$ cat config.mk
export PLATFORM = sky130hd
export DESIGN_NAME = priority_encoder
export DESIGN_NICKNAME = d
export VERILOG_FILES = /design/src/rtl/priority_encoder.sv
export SDC_FILE = /design/constraint.sdc
export NUM_CORES = 1
export LEC_CHECK = 0
export ABC_AREA = 1
export BUFFER_PORTS_ARGS = -buffer_cell sky130_fd_sc_hd__clkbuf_2
export CELL_PAD_IN_SITES_DETAIL_PLACEMENT = 0
export CELL_PAD_IN_SITES_GLOBAL_PLACEMENT = 2
export CORE_UTILIZATION = 15
export CTS_BUF_LIST = sky130_fd_sc_hd__clkbuf_16
export DETAILED_ROUTE_END_ITERATION = 8
export GPL_TIMING_DRIVEN = 0
export PLACE_DENSITY = 0.75
export SLEW_MARGIN = 40
export SYNTH_ARGS = -nofsm -noshare
export SYNTH_HDL_FRONTEND = slang
export SYNTH_SLANG_ARGS = --single-unit
$ cat constraint.sdc
create_clock -name clk -period 0.8 [get_ports clk]
set_clock_uncertainty 0.1 [all_clocks]
set_input_delay 0 -clock clk [delete_from_list [all_inputs] [get_ports clk]]
set_output_delay 0 -clock clk [all_outputs]
set_load 0.01 [all_outputs]
$ cat src/rtl/priority_encoder.sv
// Registered highest-bit-first priority encoder with valid flag, one cycle latency.
// Optional registered one-hot output enabled by defining PRIORITY_ENCODER_ONEHOT_EN.
module priority_encoder #(
   parameter  int WIDTH = 8,
   localparam int OUT_W = $clog2(WIDTH)
) (
   input  logic             clk,
   input  logic             rst_n,
   input  logic             en,
   input  logic [WIDTH-1:0] in,
   output logic [OUT_W-1:0] out,
   output logic             valid
`ifdef PRIORITY_ENCODER_ONEHOT_EN
   ,
   output logic [WIDTH-1:0] onehot
`endif
);

   localparam logic [WIDTH-1:0] ONE_W = {{(WIDTH-1){1'b0}}, 1'b1};

   logic [OUT_W-1:0] idx_s;
   logic             any_s;
   logic [OUT_W-1:0] out_r;
   logic             valid_r;

   // Ascending scan: a later (higher) set bit overwrites any lower one.
   always_comb begin
      idx_s = {OUT_W{1'b0}};
      any_s = 1'b0;
      for (int i = 0; i < WIDTH; i++) begin
         idx_s = in[i] ? OUT_W'(i) : idx_s;
         any_s = any_s | in[i];
      end
   end

   // Single output register stage; hold when en is low.
   always_ff @(posedge clk or negedge rst_n) begin
      if (!rst_n) begin
         out_r   <= {OUT_W{1'b0}};
         valid_r <= 1'b0;
      end else if (en) begin
         out_r   <= idx_s;
         valid_r <= any_s;
      end
   end

   assign out   = out_r;
   assign valid = valid_r;

`ifdef PRIORITY_ENCODER_ONEHOT_EN
   logic [WIDTH-1:0] onehot_s;
   logic [WIDTH-1:0] onehot_r;

   // One-hot form of the winner, zero when nothing is requested.
   always_comb begin
      onehot_s = {WIDTH{1'b0}};
      if (any_s) begin
         onehot_s = ONE_W << idx_s;
      end else begin
         onehot_s = {WIDTH{1'b0}};
      end
   end

   // Shares reset and enable behaviour with out/valid.
   always_ff @(posedge clk or negedge rst_n) begin
      if (!rst_n) begin
         onehot_r <= {WIDTH{1'b0}};
      end else if (en) begin
         onehot_r <= onehot_s;
      end
   end

   assign onehot = onehot_r;
`endif

endmodule

==> summary.txt, run 1 <==
CTS
  – Postcts setup bufs: 0
  – CTS tree: built
  – Clock Latency Late Sink: around 220 ps
  – Worst-path clk slew: 30 ps
  – Hold-fix buffers at CTS: 1
  – CTS Buf Count: 3
  – CTS Root Cell: clkbuf_16
  – CTS H-tree lvls: 1
  – Clk sinks: 4
  – Longest Clk Path Bufs: 2
  – Resize count post-CTS: 0

Placement
  – Final RePlAce weighted congestion: ~0.67
  – Port bufs: 14
  – Setup slack at placement: -4.15 ps
  – # placed instances: 56
  – Placed inst area: approximately 300 sq um

GRT
  – Initial antenna violation count: 0
  – Vias in the first global route: ~180
  – Pin count of the biggest net entering global routing: 6
  – Overflow after GRT: 0
  – Global-route wire length before repair: 690 um
  – GRT Util Overall: 7.65%

Route
  – Drt via density: 3.73
  – Top Layer Used: met3
  – Drt wl/cell: 7.70 um
  – Drt pass-1 iters: 5
  – Met3 wire length: 28 um
  – DRC marker count from the first detailed-route iteration: 3
  – DR vias: 224
  – Antenna Nets Post-Route: 0
  – DRT met1 WL: 196 um
  – WL final: about 460 um
  – Drt drc: 0
  – WL met2: 237 um

Critical path
  – CP peak stage delay: 360 ps
  – CP Buf/Inv Count: 1
  – CP required: approximately 700 ps
  – CP Class: register to output port
  – Crit path DAT: 710 ps
  – Crit path from: out[0]
  – Crit-path slowest cell: dfrtp_1
  – Reg2reg start: valid
  – Worst-path cell chain: clkbuf_2
  – CP startpoint kind: register
  – Max FO, Critical Path: 2
  – CP Capture Type: output port
  – Crit-path leading delay family: flip-flops

Min path
  – Hold path start: en
  – Hold Crit Class: input pin to register

Pwr
  – Max VDD drop: 1.00 mV
  – Power Dens Cells: 2790 nW/um^2
  – Pleak: 0.198 nW

Floorplanning
  – Ports: 15
  – Initial core utilization: 16.2%
  – Chip width: 39.4 um
  – Die area: 1560 sq um
  – Core Area: 1300 sq um
  – Die Height: between 30 and 40 um
  – Rows: 13

Layout
  – Share of cells above drive strength 1: between 40% and 50%
  – Non-Filler Instances: 60
  – Most common cell after layout, fill and taps aside: clkbuf_2
  – Most frequent cells in the layout: clkbuf_2 (14), inv_1 (6), nand2_1 (5)
  – N_diodes: 0
  – Area growth syn-to-layout: 82.7%
  – Net count, final: between 50 and 60
  – Design area: 384 sq um

STA
  – Post-layout min period: 811 ps
  – Fin crit share: 101%
  – Worst hold margin: -34.5 ps
  – Final worst setup slack: -10.6 ps
  – Least-Margin Pin Slew: 174 ps
  – Fin. Hold Viols: 4
  – Unrepaired setup endpoints after global routing: yes
  – FMAX: 1230 MHz
  – Rel. slew slack: 88.3%
  – Final setup violation count: 4
  – Max-slew violations: 0

Yosys
  – Cells after Synth: 27
  – Flops & latches, synth: 4
  – Cell taking the most area after synthesis: dfrtp_1
  – Share of the synthesized area in the top cell type: 47.6%
  – Mapped Area: 210 sq um
  – Area contributors post-synth: dfrtp_1 (48%), inv_1 (11%), nand2_1 (8.9%)
  – Cell variety after synth: 12
  – Syn_nets: 38
  – Sequential share of the synthesized area: between 40% and 50%
  – Syn avg cell area: 7.79 sq um
  – Yosys warning count: 0

Outcome
  – Status: complete, but fails checks
  – Failing checks: negative hold slack, negative setup slack

Flow run
  – Max-cap violations: 0
==> cell type report <==
cell class,count,area (sq um)
fillers,158,917
multi-input cells,17,87.6
repair buffers,15,80.1
inverters,6,22.5
clock buffers,3,75.1
well taps,15,18.8
flip-flops and latches,4,100
==> synth_stat cells, drive strengths merged <==
cell type  instances
o21a               1
nand3              2
a31oi              1
dfrtp              4
inv                6
o22a               1
nor2               5
nand2              5
o21ai              1
a21oi              1
==> layer usage <==
metal	GRT usage, %	up-vias
li1	-	120
met3	3.41	0
met4	10.3	0
met5	0	-
met1	7.48	96
met2	10.2	8
==> cell families after synthesis <==
group                  share of synthesized area [%]
and+or+nand+nor                                 26.2
buffers and inverters                           10.7
AOI/OAI and AO/OA                               15.5
DFF                                             47.6
==> flip-flops by register name, summed over array words and instances, names as in the netlist <==
name   cells
out        3
valid      1
==> through the flow <==
| stage | util (%) | TNS (ps) | total power, W |
|---|---|---|---|
| CTS | 29.5 | -64.3 | 0.00109 |
| finish | 29.5 | -36.7 | 0.00107 |
| detailed placement | 23.0 | -4.15 | 0.000309 |
| global route | 29.5 | -137 | 0.00111 |
| floorplan | - | -3.59 | 0.000259 |
| global placement | 23.0 | -6.46 | 0.000308 |
==> report_power, final <==
part / internal [W] / switching [W] / total (W) / leakage, nW
registers: 0.000215 / 0.00000518 / 0.000220 / 0.0383
clock network: 0.000637 / 0.000126 / 0.000763 / 0.0370
logic: 0.0000421 / 0.0000456 / 0.0000878 / 0.122
==> repair_timing <==
action                     in CTS  in global routing
setup endpoints to repair       4                  4
gates cloned                    0                  0
hold endpoints to repair        8                  2
==> worst paths after layout <==
path,cells past startpoint,slack (ps),to
worst max-delay path,1,-10,out[0]
worst min-delay path,2,-30,out[2]
worst max register to register,1,40,valid
worst min register to register,1,370,out[2]
max in group asynchronous,2,450,out[2]
min in group asynchronous,2,20,valid
No activity file was read; power rests on OpenSTA's default activity.
==> run 2: changes to the inputs <==
--- a/config.mk
+++ b/config.mk
@@ -8,3 +8,3 @@
 export ABC_AREA = 1
-export BUFFER_PORTS_ARGS = -buffer_cell sky130_fd_sc_hd__clkbuf_2
+export BUFFER_PORTS_ARGS = -buffer_cell sky130_fd_sc_hd__buf_2
 export CELL_PAD_IN_SITES_DETAIL_PLACEMENT = 0
--- a/constraint.sdc
+++ b/constraint.sdc
@@ -4,2 +4,2 @@
 set_output_delay 0 -clock clk [all_outputs]
-set_load 0.01 [all_outputs]
+set_load 0.005 [all_outputs]
==> run 2 against run 1 <==
The flow still finishes with violations (negative hold slack, negative setup slack); largest cell class unchanged; clock power about the same; first-iteration DRC count shrank 100%; final cell count did not move; routed wire length rose by 0.22%; fmax decreased by 1.4%; via count shrank 1.3%; sequential power is essentially flat; worst hold slack got worse by 6.0 ps.
==> summary.txt, run 2 (same netlist as run 1, synthesis figures left out) <==
STA
  – Post-layout min period: 822 ps
  – Rel. slew slack: 89.1%
  – FMAX: 1220 MHz
  – Worst hold margin: -40.5 ps
  – Final worst setup slack: -21.9 ps
  – Max-slew violations: 0
  – Unrepaired setup endpoints after global routing: yes
  – Fin. Hold Viols: 4
  – Final setup violation count: 4
  – Least-Margin Pin Slew: 163 ps
  – Fin crit share: 103%

CTS
  – Resize count post-CTS: 0
  – Postcts setup bufs: 0
  – Hold-fix buffers at CTS: 1
  – CTS H-tree lvls: 1
  – Worst-path clk slew: 30 ps
  – CTS tree: built
  – Clock Latency Late Sink: 220 ps
  – Longest Clk Path Bufs: 2
  – Clk sinks: 4
  – CTS Root Cell: clkbuf_16
  – CTS Buf Count: 3

Critical path
  – R2R setup slack: 30 ps
  – CP Buf/Inv Count: 1
  – Crit path DAT: 720 ps
  – CP Capture Type: output port
  – CP startpoint kind: register
  – Crit-path slowest cell: dfrtp_1
  – Crit-path leading delay family: flip-flops
  – Worst-path cell chain: buf_2
  – CP peak stage delay: 370 ps
  – Max FO, Critical Path: 2
  – CP Class: register to output port
  – R2r endpoint: valid
  – Reg2reg start: valid
  – CP required: 700 ps
  – R2R depth: 1

Min path
  – Hold Path Sink: out[2]
  – Min-Delay Path Depth: 2
  – Hold path start: en
  – Hold Crit Class: input pin to register

Route
  – Drt wl/cell: 7.72 um
  – DRC marker count from the first detailed-route iteration: 0
  – Top Layer Used: met3
  – Drt drc: 0
  – Met3 wire length: 22 um
  – Drt via density: 3.68
  – Antenna Nets Post-Route: 0
  – DR vias: ~220
  – DRT met1 WL: 203 um
  – WL met2: 237 um
  – WL final: 463 um
  – Drt pass-1 iters: 1

Layout
  – Share of cells above drive strength 1: a little over two fifths
  – Largest register FFs: 3
  – N_diodes: 0
  – Design area: 384 sq um
  – Area growth syn-to-layout: 82.7%
  – Most frequent cells in the layout: buf_2 (14), inv_1 (6), nand2_1 (5)
  – Most common cell after layout, fill and taps aside: buf_2
  – Net count, final: 58
  – Non-Filler Instances: 60

Pwr
  – Max VDD drop: 0.973 mV
  – Clock power frac: 71.7%
  – Power Dens Cells: 2780 nW/um^2
  – Int Power: 0.000894 W
  – Sw Share: 16.3%
  – Combinational Power Share: 7.7%
  – Power consumption: 0.00107 W
  – Sequential share of power: between 20 and 25%
  – Switch Pwr: 0.000175 W
  – Pleak: 0.191 nW

Placement
  – # placed instances: 56
  – Final RePlAce weighted congestion: 0.668
  – Port bufs: 14
  – DP HPWL: 389 um
  – Setup slack at placement: -16.2 ps
  – Placed inst area: 299 sq um

Floorplanning
  – Die Height: 39.4 um
  – Ports: 15
  – Core Area: about 1300 sq um
  – Die area: 1560 sq um
  – Initial core utilization: 16.2%
  – Chip width: 39.4 um
  – Rows: 13

Flow run
  – Max-cap violations: 0

GRT
  – GRT Util Overall: just under 8%
  – Vias in the first global route: 190
  – Global-route wire length before repair: 752 um
  – Pin count of the biggest net entering global routing: 6
  – Overflow after GRT: 0
  – Initial antenna violation count: 0

Outcome
  – Status: complete, but fails checks
  – Failing checks: negative hold slack, negative setup slack
## run 2: changes by cell type in the layout (fill, tap and decap cells not counted), sizes merged
cell / delta
clkbuf: -14
buf: +14
## run 2: how the worst max path moves through the flow
stage	from	end	slack, ps	cells after the start
6_report	out[1]	out[1]	-20	1
2_1_floorplan	valid	valid	30	1
4_1_cts	out[1]	out[1]	-20	1
5_1_grt	out[1]	out[1]	-50	1
3_3_place_gp	en	valid	2	5
3_5_place_dp	en	valid	-20	5
## run 2: power groups by stage
stage          Combinational, W  Sequential (W)  Clock [W]
2_1_floorplan         0.0000316        0.000223          0
3_3_place_gp          0.0000810        0.000222          0
3_5_place_dp          0.0000812        0.000222          0
4_1_cts               0.0000851        0.000220   0.000780
5_1_grt               0.0000979        0.000222   0.000792
6_report              0.0000823        0.000220   0.000766
## run 2: timing repair
| item | 4_1_cts | 5_1_grt |
|---|---|---|
| hold endpoints to repair | 8 | 2 |
| gates cloned | 0 | 0 |
| setup endpoints to repair | 4 | 4 |
## run 2: layout make-up
type                            instances  area (sq um)
Clock buffer                            3          75.1
Sequential cell                         4           100
Tap cell                               15          18.8
Inverter                                6          22.5
Fill cell                             166           917
Multi-Input combinational cell         17          87.6
Timing Repair Buffer                   15          80.1
## run 2: layer usage
metal | up-vias | track usage, %
li1 | 120 | -
met1 | 95 | 8.16
met2 | 6 | 12.3
met3 | 0 | 3.41
met4 | 0 | 5.17
met5 | - | 0
## run 2: metrics by stage
stage,hold WS (ps),util [%],TNS (ps)
after global placement,-290,23.0,0
after CTS,-36.0,29.5,-61.3
after floorplan,-396,-,0
final,-40.5,29.5,-45.6
after detailed placement,-291,23.0,-16.2
after global routing,-10.6,29.5,-161
